`config.mk`:
```
export PLATFORM = sky130hd
export DESIGN_NAME = instruction_fetch
export DESIGN_NICKNAME = d
export VERILOG_FILES = /design/src/rtl/instruction_fetch.sv
export SDC_FILE = /design/constraint.sdc
export NUM_CORES = 1
export LEC_CHECK = 0
export CORE_MARGIN = 1.5
export CORE_UTILIZATION = 59
export DETAILED_ROUTE_END_ITERATION = 12
export DONT_BUFFER_PORTS = 1
export GPL_TIMING_DRIVEN = 0
export PLACE_DENSITY_LB_ADDON = 0.12
export SYNTH_ARGS = -nofsm -noshare
export SYNTH_HDL_FRONTEND = slang
export SYNTH_SLANG_ARGS = --single-unit
```
`constraint.sdc`:
```
create_clock -name clk -period 2.5 [get_ports clk]
set_clock_uncertainty 0.05 [all_clocks]
set_input_delay 0.25 -clock clk [delete_from_list [all_inputs] [get_ports clk]]
set_output_delay 0.25 -clock clk [all_outputs]
set_load 0.005 [all_outputs]
```
`src/rtl/instruction_fetch.sv`:
```
// Fetch stage: owns the PC, captures the instruction word into IF/ID and applies
// decode-stage redirects (jr > jump > branch) with a one-bubble flush.
module instruction_fetch #(
    parameter logic [31:0] RESET_PC = 32'h0000_0000
) (
    input  logic        clk,
    input  logic        reset,
    input  logic [31:0] imem_data,
    output logic [31:0] pc,
    input  logic        stall,
    input  logic        redir_jump,
    input  logic        redir_jr,
    input  logic        redir_branch,
    input  logic [31:0] jr_target,
    output logic [31:0] id_instr,
    output logic [31:0] id_pc_plus4,
    output logic        id_valid,
    output logic        misaligned
);

    logic [31:0] pc_q, pc_d;
    logic [31:0] id_instr_q, id_instr_d;
    logic [31:0] id_pc_plus4_q, id_pc_plus4_d;
    logic        id_valid_q, id_valid_d;
    logic        misaligned_q, misaligned_d;

    logic [31:0] jump_target;
    logic [31:0] branch_target;
    logic [31:0] jr_aligned;
    logic [31:0] redir_target;
    logic        redir_req;
    logic        redir_take;

    // Targets are derived from the instruction sitting in decode, not the one being fetched.
    always_comb begin
        jump_target   = {id_pc_plus4_q[31:28], id_instr_q[25:0], 2'b00};
        branch_target = id_pc_plus4_q + {{14{id_instr_q[15]}}, id_instr_q[15:0], 2'b00};
        jr_aligned    = {jr_target[31:2], 2'b00};
        redir_req     = redir_jr | redir_jump | redir_branch;
        redir_take    = redir_req & id_valid_q & ~stall;
        if (redir_jr) begin
            redir_target = jr_aligned;
        end else if (redir_jump) begin
            redir_target = jump_target;
        end else begin
            redir_target = branch_target;
        end
    end

    always_comb begin
        pc_d          = pc_q;
        id_instr_d    = id_instr_q;
        id_pc_plus4_d = id_pc_plus4_q;
        id_valid_d    = id_valid_q;
        misaligned_d  = misaligned_q;
        if (!stall) begin
            if (redir_take) begin
                // The word fetched this cycle is wrong-path; replace it with a bubble.
                pc_d       = redir_target;
                id_instr_d = 32'h0000_0000;
                id_valid_d = 1'b0;
                if (redir_jr && (jr_target[1:0] != 2'b00)) begin
                    misaligned_d = 1'b1;
                end
            end else begin
                pc_d          = pc_q + 32'd4;
                id_instr_d    = imem_data;
                id_pc_plus4_d = pc_q + 32'd4;
                id_valid_d    = 1'b1;
            end
        end
    end

    always_ff @(posedge clk) begin
        if (reset) begin
            pc_q          <= RESET_PC;
            id_instr_q    <= 32'h0000_0000;
            id_pc_plus4_q <= 32'h0000_0000;
            id_valid_q    <= 1'b0;
            misaligned_q  <= 1'b0;
        end else begin
            pc_q          <= pc_d;
            id_instr_q    <= id_instr_d;
            id_pc_plus4_q <= id_pc_plus4_d;
            id_valid_q    <= id_valid_d;
            misaligned_q  <= misaligned_d;
        end
    end

    assign pc          = pc_q;
    assign id_instr    = id_instr_q;
    assign id_pc_plus4 = id_pc_plus4_q;
    assign id_valid    = id_valid_q;
    assign misaligned  = misaligned_q;

endmodule

```
Yosys cells after proc, flatten, opt, wreduce, memory -nomap -nowiden
Index checks and enable logic that the tools add are counted.

$add $sub $neg: 2. Muxes and demuxes: 5. Bitwise gates (word level): 6. Reductions and logical operators: 4.

Operators by type and width (number): 32-bit 2-to-1 mux (4); 32-bit by 3-bit adder with 32-bit output, second input constant (1); 32-bit adder (1); 3-bit AND reduction (1); 1-bit bitwise AND (2); 1-bit NOT (2); 1-bit OR (2); 2-bit AND reduction (1); 2-bit nonzero test (1); 1-bit logical AND (1); 1-bit 2-to-1 mux (1).

Bits in registers: 98. Logic and storage cells: 22.

Depth between registers and ports, before layout
Gate-level depths: netlist of the first run.

Depth after elaboration: 6. Depth in mapped cells: 11. Mapped depth without buffers: 10.

Worst setup path before layout of the first run
No wires, ideal clock.

Kind: register to register. From: register id_instr_q[0] (netlist: id_instr[0]). To: register pc_q[26] (netlist: pc[26]). Setup time: 0.120 ns. Arrival time: 2.484 ns. Setup slack: -0.154 ns. Cell stages (with the launch flop): 11. Buffers on the path: 0. Period minus slack after synthesis: 2.654 ns. Path through: dfxtp_1 > ha_1 > fa_1 > a21o_1 > a221oi_4 > o221ai_2 > a221oi_4 > o21ai_2 > a31oi_1 > xor2_1 > a21oi_1.

Longest elaborated chain between the ends: 4.

RTL lines: start, declared (RTL line 22) `logic [31:0] id_instr_q, id_instr_d;`; start signal, assigned (RTL line 83) `id_instr_q <= id_instr_d;`; 32-bit adder (RTL line 37) `branch_target = id_pc_plus4_q + {{14{id_instr_q[15]}}, id_instr_q[15:0], 2'b00};`; 32-bit 2-to-1 mux (RTL line 43) `end else if (redir_jump) begin`; 32-bit 2-to-1 mux (RTL line 41) `if (redir_jr) begin`; 32-bit 2-to-1 mux (RTL line 57) `if (redir_take) begin`; end signal, assigned (RTL line 82) `pc_q <= pc_d;`; end, declared (RTL line 21) `logic [31:0] pc_q, pc_d;`.

No other way between the ends. A chain may end at the register's enable or synchronous reset.

Worst setup path in the final report of the first run
Same ends and word-level chain as after synthesis.

==> summary.txt, run 1 <==
Critical path
  – CP Cell Sequence: ha_4 -> fa_2 -> a21o_1 -> a221oi_4 -> buf_6 -> o221ai_4 -> a221oi_4 -> o21ai_2 -> a31oi_1 -> xor2_1 -> a21oi_1
  – Critical Path Max Stage Delay: 0.38 ns
  – CP Capture Type: flop
  – Buffers and inverters on the worst path: 1
  – Crit start category: flop
  – Worst path required time: 2.68 ns
  – Crit path max-delay family: compound AO/OA/AOI/OAI gates
  – Crit-path slowest cell: fa_2
  – R2R setup slack: -0.48 ns
  – WP data arrival: 3.17 ns
  – Crit path max fanout: 4
  – Most numerous cell on the critical path: a221oi_4
  – Crit path kind: flop to flop

Timing
  – Peak Freq: 335 MHz
  – Crit share post-route: 1.19
  – Worst Max-Slew Pin Slew: 0.948 ns
  – Clock period minus worst slack: 2.98 ns
  – RSZ-0062 raised after global routing: true
  – Final setup fails: 17
  – Slew margin rel.: 0.366
  – Hold violation total from the final report: 0
  – Final setup margin: -0.482 ns
  – Setup tns final: -4.48 ns
  – Final Max Tran Viols: 0

Outcome
  – Status: complete, but fails checks
  – Failing checks: setup timing

Floorplan
  – CORE AREA: 11000 sq um
  – Die area: 12100 sq um
  – Width of the die: 110 um
  – Ports: 168
  – Die height: 110 um
  – Row count: 38
  – Initial Util: 0.614

Cells and area
  – Fin cells: 1114
  – Commonest cells after routing, fill and taps aside: nor2_1 (153), nand2_1 (101), a21oi_1 (92)
  – Proportion of layout cells with a drive suffix above 1: 0.154
  – Flip-flop and latch area: 1990 sq um
  – Fill cells: 870
  – Commonest non-fill, non-tap cell in the layout: nor2_1
  – Multi-input gate area: 4970 sq um
  – Nets@finish: 1070
  – Synthesis-to-layout area growth: 18.3%

Synthesis
  – Share of the synthesized area in the top cell type: 0.290
  – Post-synthesis register bit count: 98
  – Syn avg cell area: 7.27 sq um
  – Post-synth EDFFs: 0
  – Post-synthesis sequential area ratio: 0.290
  – Synth top area cells: dfxtp_1 (29%), nor2_1 (8.7%), a21oi_1 (7.5%), nand2_1 (5.7%), ha_1 (5.5%)
  – Post-synth design cell area: 6770 sq um
  – Ys async rst share: 0
  – Synth cell types: 72
  – Syn Nets: 1033
  – Mapped Cells: 932
  – Ys flop type: dfxtp_1
  – Dominant cell type by area after synthesis: dfxtp_1
  – Yosys Warn Count: 0

Power and ir drop
  – Psw: 1390 uW
  – Worst VDD drop: 0.456 mV
  – Clk pwr share: 0.374
  – Power Dens Cells: 542 nW/um^2
  – Total power: 4340 uW
  – Leak: 0.00312 uW
  – Sequential share of power: 0.415
  – Internal Power: 2950 uW
  – Combinational share of power: 0.212
  – Sw frac: 0.321

Global route
  – Overflow left after global routing: 0
  – Initial antenna violation count: 0
  – Largest net degree at the start of global routing: 16
  – Vias in the first global route: 6934
  – First-pass GRT wire length: 37900 um
  – Total track usage: 0.422

Placed design
  – Placed Instances: 1072
  – Port Buffers: 0
  – HPWL after DPL: 18700 um
  – RePlAce Congestion: 1.03
  – Pre-CTS WS: -0.588 ns

Routing
  – Via/cell ratio: 6.96
  – Initial DRC count: 1297
  – Drt wl/cell: 24.1 um
  – Vias: 7748
  – TritonRoute pass-1 iters: 7
  – Final wirelength: 26900 um
  – Antenna Nets Post-Route: 0
  – Drt drc: 0

Clock tree
  – Worst-path clk slew: 0.07 ns
  – Cell at the root of the clock tree: clkbuf_16
  – H-tree levels: 3
  – Clk_lat worst skew: 0.36 ns
  – Hold-fix buffers, CTS: 0
  – Max clock buf depth: 2
  – CTS Buf Count: 9
  – Clk sinks: 98
  – CTS tree: done

Min path
  – Hold Path Class: input pin to flop

Flow run
  – Max cap viols: 0
-- final timing paths --
path / from / to / cells past startpoint
setup / recovery: id_instr[0] / pc[26] / 11
hold / removal: jr_target[29] / pc[29] / 2
setup reg to reg: id_instr[0] / pc[26] / 11
hold reg to reg: pc[0] / pc[0] / 2
-- Yosys cell counts (all sizes together), types with 17 or more instances --
cell type / instances
xnor2: 20
nand3: 35
clkbuf: 44
o21ai: 42
inv: 20
ha: 30
a21o: 27
dfxtp: 98
nor2: 157
a21oi: 103
nand2: 103
and3: 17
xor2: 20
a211oi: 37
-- power groups by stage --
stage / clock, uW / sequential (uW) / combinational, uW
floorplan: 0 / 1780 / 576
global placement: 0 / 1820 / 759
detailed placement: 0 / 1830 / 784
CTS: 1620 / 1790 / 834
global route: 1670 / 1810 / 977
finish: 1620 / 1800 / 918
-- through the flow --
step | hold slack [ns] | utilization | cell area (sq um)
2_1_floorplan | 0.392 | - | 6790
6_report | 0.0388 | 0.726 | 8010
5_1_grt | 0.0450 | 0.726 | 8010
3_5_place_dp | 0.408 | 0.632 | 6970
4_1_cts | 0.0370 | 0.693 | 7650
3_3_place_gp | 0.401 | 0.632 | 6970
-- state kept, by name (all words and copies together), names as in the netlist --
register	count
id_valid	1
id_instr	32
pc	32
id_pc_plus4	32
misaligned	1
-- what timing repair did --
item	4_1_cts	5_1_grt
endpoints found under the setup margin	26	30
buffers inserted	16	13
pin swaps	18	41
resized for setup	49	60
-- layer usage --
| metal | track usage | routed length (um) | vias to the layer above |
|---|---|---|---|
| met5 | 0 | 0 | - |
| met4 | 0.197 | 1180 | 0 |
| met3 | 0.122 | 3610 | 117 |
| met2 | 0.645 | 11800 | 594 |
| met1 | 0.548 | 10300 | 3595 |
| li1 | - | - | 3442 |
-- layout make-up --
class | instances | area share
Multi-Input combinational cell | 754 | 0.620
Buffer | 60 | 0.0308
Timing Repair Buffer | 26 | 0.0276
Sequential cell | 98 | 0.248
Clock inverter | 5 | 0.0130
Inverter | 20 | 0.00937
Tap cell | 140 | 0.0219
Antenna cell | 1 | 0.000312
Clock buffer | 10 | 0.0286
-- cells by family (layout without fill, tap and decap cells) --
kind of cell,after synthesis,in the layout,share of synthesized area
flip-flops,98,98,0.290
buffers and inverters,80,121,0.0469
AND/OR/NAND/NOR,369,369,0.240
XOR/XNOR,40,40,0.0517
AO/OA/AOI/OAI,310,310,0.307
multiplexers,4,4,0.00591
adder cells (fa/ha/maj),31,31,0.0584
other,0,1,0
-- worst reg2reg max path, delay by kind of cell, from the launching register on --
kind	cells	cell delay (ns)
buffers and inverters	1	0.16
adders and majority gates	2	0.55
xor gates and xnor gates	1	0.33
DFF	1	0.37
AOI/OAI and AO/OA	7	1.40
Power figures use the tool's default switching activity.
==> run 2, diff against run 1 <==
- CELL_PAD_IN_SITES_DETAIL_PLACEMENT: not set -> 2
- CELL_PAD_IN_SITES_GLOBAL_PLACEMENT: not set -> 2
- CORE_UTILIZATION: 59 -> 32
==> run 2 against run 1 <==
Effect of this change:
- the run still ends with setup timing left
- maximum frequency up 0.79%
- clock power shrank 7%
- setup slack better by 0.023 ns
- flip-flop and latch count unchanged
- worst hold slack worse by 0.0075 ns
- final cell count up 13%
- critical path depth unchanged
- die area is 82% higher
- critical endpoint unchanged
- design area rose by 4.3%
- register-to-register slack gained 0.02 ns
- clock-buffer cell count shrank 1
==> summary.txt, run 2 (synthesis results as in run 1) <==
Outcome
  – Status: complete, but fails checks
  – Failing checks: setup timing

Clock tree
  – Clk sinks: 98 (unchanged)
  – CTS Buf Count: 9 (unchanged)
  – Worst-path clk slew: 0.09 ns (+0.02 ns)
  – Hold-fix buffers, CTS: 0 (unchanged)
  – Max clock buf depth: 2 (unchanged)
  – Clk_lat worst skew: 0.37 ns (about the same)
  – Cell at the root of the clock tree: clkbuf_16
  – H-tree levels: 3 (unchanged)
  – CTS tree: done

Floorplan
  – Die height: 148 um (+35%)
  – CORE AREA: 20900 sq um (+89%)
  – Ports: 168 (unchanged)
  – Width of the die: 148 um (+35%)
  – Initial Util: 0.324 (-0.290)
  – Row count: 53 (+39%)
  – Die area: 22000 sq um (+82%)

Critical path
  – CP Cell Sequence: ha_4 -> fa_2 -> a21o_1 -> a221oi_4 -> buf_6 -> o221ai_4 -> a221oi_4 -> o21ai_2 -> a31oi_1 -> xor2_1 -> a21oi_1
  – Most numerous cell on the critical path: a221oi_4
  – WP data arrival: 3.16 ns (about the same)
  – Reg2reg start: id_instr[0]
  – Crit start category: flop
  – Worst path required time: 2.70 ns (+0.02 ns)
  – R2r worst-path depth: 11 (unchanged)
  – Crit path capture: pc[26]
  – R2R setup slack: -0.46 ns (+0.02 ns)
  – Worst path depth: 11 (unchanged)
  – Crit path kind: flop to flop
  – Crit path max-delay family: compound AO/OA/AOI/OAI gates
  – R2R Path End: pc[26]
  – Crit path max fanout: 4 (unchanged)
  – Crit-path slowest cell: dfxtp_4
  – CP Launch Point: id_instr[0]
  – CP Capture Type: flop
  – Critical Path Max Stage Delay: 0.37 ns (about the same)
  – Buffers and inverters on the worst path: 1 (unchanged)

Cells and area
  – Fin cells: 1258 (+13%)
  – Commonest non-fill, non-tap cell in the layout: nor2_1
  – Proportion of layout cells with a drive suffix above 1: 0.201 (+0.0464)
  – Synthesis-to-layout area growth: 23.4%
  – Nets@finish: 1078 (+0.75%)
  – Commonest cells after routing, fill and taps aside: nor2_1 (152), nand2_1 (97), a21oi_1 (87)

Placed design
  – Placed Instances: 1207 (+13%)
  – Port Buffers: 0 (unchanged)
  – HPWL after DPL: 24600 um (+32%)
  – RePlAce Congestion: 0.868 (-16%)

Routing
  – Via/cell ratio: 5.93 (-15%)
  – TritonRoute pass-1 iters: 4 (-3)
  – Final wirelength: 33400 um (+24%)
  – Drt wl/cell: 26.6 um (+10%)
  – Antenna Nets Post-Route: 0 (unchanged)
  – Drt drc: 0 (unchanged)
  – Initial DRC count: 397 (-69%)
  – Vias: 7466 (-3.6%)

Min path
  – Hold Path Class: input pin to flop

Power and ir drop
  – Leak: 0.00320 uW (+2.6%)
  – Worst VDD drop: 0.268 mV (-41%)
  – Total power: 4290 uW (-1.1%)
  – Power Dens Cells: 514 nW/um^2 (-5.2%)

Timing
  – RSZ-0062 raised after global routing: true
  – Crit share post-route: 1.18 (-0.00937)
  – Setup tns final: -3.58 ns (+0.896 ns)
  – Worst Max-Slew Pin Slew: 1.07 ns (+0.123 ns)
  – Final Max Tran Viols: 0 (unchanged)
  – Peak Freq: 338 MHz (+0.79%)
  – Hold violation total from the final report: 0 (unchanged)
  – Final setup margin: -0.459 ns (+0.0234 ns)
  – Slew margin rel.: 0.284 (-0.0822)
  – WHS: 0.0314 ns (-0.00748 ns)
  – Final setup fails: 15 (-2)
  – Clock period minus worst slack: 2.96 ns (-0.0234 ns)

Flow run
  – Max cap viols: 0 (unchanged)

Global route
  – Vias in the first global route: 7853 (+13%)
  – First-pass GRT wire length: 49100 um (+30%)
  – Largest net degree at the start of global routing: 20 (+4)
  – Total track usage: 0.299 (-0.123)
  – Initial antenna violation count: 2 (+2)
  – Overflow left after global routing: 0 (unchanged)
[run 2: timing repair]
| action | in CTS | in global routing |
|---|---|---|
| endpoints found under the hold margin | 0 | 0 |
| endpoints found under the setup margin | 41 | 35 |
| resized for setup | 66 | 99 |
| pin swaps | 30 | 38 |
| gates cloned | 0 | 0 |
| setup buffers | 18 | 18 |
[run 2: cell type report]
class / count / area (sq um)
Antenna cell: 1 / 2.50
Clock inverter: 7 / 67.6
Fill cell: 2448 / 12500
Sequential cell: 98 / 2000
Clock buffer: 9 / 225
Timing Repair Buffer: 35 / 278
Buffer: 59 / 249
Tap cell: 275 / 344
Multi-Input combinational cell: 754 / 5110
Inverter: 20 / 77.6
[run 2: power by group]
group          switching (uW)  leakage, uW  internal [uW]  total (uW)
Sequential                155     0.000813           1650        1810
Clock                     788     0.000142            710        1500
Combinational             648      0.00224            337         986
Total                    1590      0.00320           2700        4290
[run 2: how the worst min path moves through the flow]
stage / startpoint / end / depth (start not counted)
2_1_floorplan: jr_target[13] / pc[13] / 2
3_3_place_gp: jr_target[29] / pc[29] / 2
3_5_place_dp: jr_target[29] / pc[29] / 2
4_1_cts: jr_target[29] / pc[29] / 2
5_1_grt: jr_target[15] / pc[15] / 2
6_report: jr_target[29] / pc[29] / 2
[run 2: per-layer routing]
| layer | track usage | vias up | part of all wire |
|---|---|---|---|
| met5 | 0 | - | 0.00033 |
| met4 | 0.0926 | 2 | 0.021 |
| met3 | 0.0592 | 40 | 0.056 |
| met2 | 0.505 | 191 | 0.48 |
| met1 | 0.384 | 3785 | 0.44 |
| li1 | - | 3448 | - |
[run 2: through the flow]
stage,worst slack [ns],utilization,instance area [sq um]
after floorplan,-0.0528,-,6790
after global routing,-0.516,0.400,8360
after global placement,-0.710,0.342,7140
final,-0.459,0.400,8360
after detailed placement,-0.694,0.342,7140
after CTS,-0.409,0.377,7870
[run 2: worst register-to-register path, delay by kind of cell, from the launching register on]
family | cells | cell delay (ns)
AO/OA/AOI/OAI | 7 | 1.38
adder cells (fa/ha/maj) | 2 | 0.52
flip-flops | 1 | 0.37
XOR/XNOR | 1 | 0.35
buffers and inverters | 1 | 0.17
==> run 3, diff against run 2 <==
- CORE_ASPECT_RATIO: not set -> 0.8
- HOLD_SLACK_MARGIN: not set -> 0.15
==> run 3 against run 2 <==
Effect of this change:
- the run still ends with setup timing left
- largest power group unchanged
- setup slack improved by 0.032 ns
- critical endpoint is now pc[18]
- via count increased by 4.6%
- critical path type unchanged
- clock-buffer cell count unchanged
- register-to-register slack improved by 0.03 ns
- highest routed layer is now met4
- global-route usage increased by 1.2 points
- maximum frequency increased by 1.1%
- total power increased by 2.2%
==> summary.txt, run 3 (synthesis results as in run 1) <==
Floorplan
  – Row count: 47 (-11%)
  – Ports: 168 (unchanged)
  – Width of the die: 166 um (+12%)
  – Die area: 22100 sq um (about the same)
  – Initial Util: 0.327 (+0.00296)
  – Die height: 133 um (-10%)
  – CORE AREA: 20700 sq um (-0.90%)

Cells and area
  – Final Util: 0.424 (+0.0242)
  – Proportion of layout cells with a drive suffix above 1: 0.170 (-0.0305)
  – Commonest non-fill, non-tap cell in the layout: nor2_1
  – Fin cells: 1299 (+3.3%)
  – Commonest cells after routing, fill and taps aside: nor2_1 (154), nand2_1 (102), dfxtp_1 (86)
  – Synthesis-to-layout area growth: 29.7%
  – Finished Cell Area: 8780 sq um (+5.1%)
  – Nets@finish: 1125 (+4.4%)
  – Fill cells: 2386 (-2.5%)

Global route
  – Vias in the first global route: 8278 (+5.4%)
  – Overflow left after global routing: 0 (unchanged)
  – Initial antenna violation count: 0 (-2)
  – Total track usage: 0.311 (+0.0122)
  – First-pass GRT wire length: 52000 um (+6.0%)
  – Largest net degree at the start of global routing: 19 (-5.0%)

Timing
  – Worst Max-Slew Pin Slew: 0.911 ns (-0.160 ns)
  – Peak Freq: 342 MHz (+1.1%)
  – Clock period minus worst slack: 2.93 ns (-0.0318 ns)
  – Final Max Tran Viols: 0 (unchanged)
  – Final setup margin: -0.427 ns (+0.0318 ns)
  – Final setup fails: 18 (+3)
  – RSZ-0062 raised after global routing: true
  – Crit share post-route: 1.17 (-0.0127)
  – Slew margin rel.: 0.391 (+0.107)
  – Hold violation total from the final report: 0 (unchanged)

Min path
  – Hold Path Class: input pin to flop

Routing
  – TritonRoute pass-1 iters: 5 (+1)
  – Antenna Nets Post-Route: 0 (unchanged)
  – Drt wl/cell: 26.8 um (+1.0%)
  – Initial DRC count: 467 (+18%)
  – Via/cell ratio: 6.01 (+1.3%)
  – Final wirelength: 34900 um (+4.3%)
  – Drt drc: 0 (unchanged)
  – Vias: 7806 (+4.6%)

Power and ir drop
  – Leak: 0.00339 uW (+6.1%)
  – Worst VDD drop: 0.319 mV (+19%)
  – Power Dens Cells: 499 nW/um^2 (-2.7%)

Critical path
  – Critical Path Max Stage Delay: 0.37 ns (about the same)
  – R2R Path End: pc[18]
  – CP Launch Point: id_instr[0]
  – WP data arrival: 3.18 ns (+0.02 ns)
  – R2R setup slack: -0.43 ns (+0.03 ns)
  – Crit-path slowest cell: dfxtp_4
  – Crit path kind: flop to flop
  – Reg2reg start: id_instr[0]
  – CP Capture Type: flop
  – Most numerous cell on the critical path: buf_6
  – Worst path required time: 2.75 ns (+0.05 ns)
  – Crit path max fanout: 4 (unchanged)
  – Crit start category: flop
  – R2r worst-path depth: 14 (+3)
  – CP Cell Sequence: ha_4 -> fa_2 -> a21o_1 -> a221oi_4 -> buf_6 -> o221ai_4 -> buf_4 -> buf_6 -> buf_6 -> a21bo_2 -> a21oi_4 -> xnor2_2 -> nand2_1 -> a31oi_1
  – Crit path capture: pc[18]

Clock tree
  – Cell at the root of the clock tree: clkbuf_16
  – H-tree levels: 3 (unchanged)
  – Worst-path clk slew: 0.08 ns (about the same)
  – Clk sinks: 98 (unchanged)
  – CTS tree: done
  – Max clock buf depth: 2 (unchanged)
  – CTS Buf Count: 9 (unchanged)
  – Clk_lat worst skew: 0.37 ns (about the same)

Placed design
  – Placed Instances: 1201 (-0.50%)
  – RePlAce Congestion: 0.850 (-2.0%)
  – Pre-CTS WS: -0.795 ns (-0.101 ns)
  – Port Buffers: 0 (unchanged)
  – Dpl cell area: 7130 sq um (-0.11%)
  – HPWL after DPL: 25200 um (+2.3%)

Outcome
  – Failing checks: setup timing
  – Status: complete, but fails checks

Flow run
  – Max cap viols: 0 (unchanged)
[run 3: worst min path at each step]
stage	from	end	slack (ns)	cells past startpoint
detailed placement	jr_target[29]	pc[29]	0.42	2
floorplan	jr_target[13]	pc[13]	0.39	2
CTS	jr_target[1]	misaligned	0.15	4
global route	jr_target[19]	pc[19]	0.19	3
global placement	jr_target[29]	pc[29]	0.41	2
finish	jr_target[19]	pc[19]	0.16	3
[run 3: what timing repair did]
| action | 4_1_cts | 5_1_grt |
|---|---|---|
| hold buffers | 42 | 0 |
| endpoints found under the setup margin | 34 | 37 |
| gates cloned | 0 | 0 |
| hold endpoints to repair | 43 | 0 |
| resized for setup | 74 | 66 |
| pin swaps | 33 | 39 |
| setup buffers | 23 | 16 |
[run 3: critical path: cells and delay by family, from the launching register on]
kind,cells,cell delay [ns]
AO/OA/AOI/OAI,6,1.14
XOR/XNOR,1,0.14
adder cells (fa/ha/maj),2,0.53
buffers and inverters,4,0.53
flip-flops,1,0.37
AND/OR/NAND/NOR,1,0.09
[run 3: layer usage]
metal | vias to the layer above | share of wire | routed length [um] | GRT usage
li1 | 3535 | - | - | -
met1 | 3942 | 0.44 | 15200 | 0.398
met2 | 270 | 0.47 | 16200 | 0.517
met3 | 59 | 0.070 | 2440 | 0.0764
met4 | 0 | 0.027 | 950 | 0.0996
met5 | - | 0 | 0 | 0
[run 3: per-stage QoR]
step	setup TNS, ns	hold slack, ns	power [uW]
final	-4.40	0.161	4390
after global routing	-6.64	0.188	4560
after CTS	-3.34	0.154	4340
after detailed placement	-19.06	0.420	2680
after global placement	-16.04	0.414	2660
after floorplan	-0.0778	0.392	2360
[run 3: area by class of cell]
| cell class | instances | area, sq um | share of cell area |
|---|---|---|---|
| antenna | 1 | 2.50 | 0.000285 |
| clock inverter | 7 | 85.1 | 0.00969 |
| timing repair buffer | 81 | 767 | 0.0873 |
| sequential | 98 | 1990 | 0.227 |
| multi-input combinational | 754 | 5050 | 0.575 |
| inverter | 20 | 75.1 | 0.00855 |
| clock buffer | 9 | 225 | 0.0256 |
| buffer | 60 | 253 | 0.0288 |
| tap | 269 | 337 | 0.0383 |
[run 3: report_power, final]
part / internal, uW / switching [uW]
registers: 1650 / 156
clock network: 797 / 758
logic: 369 / 655
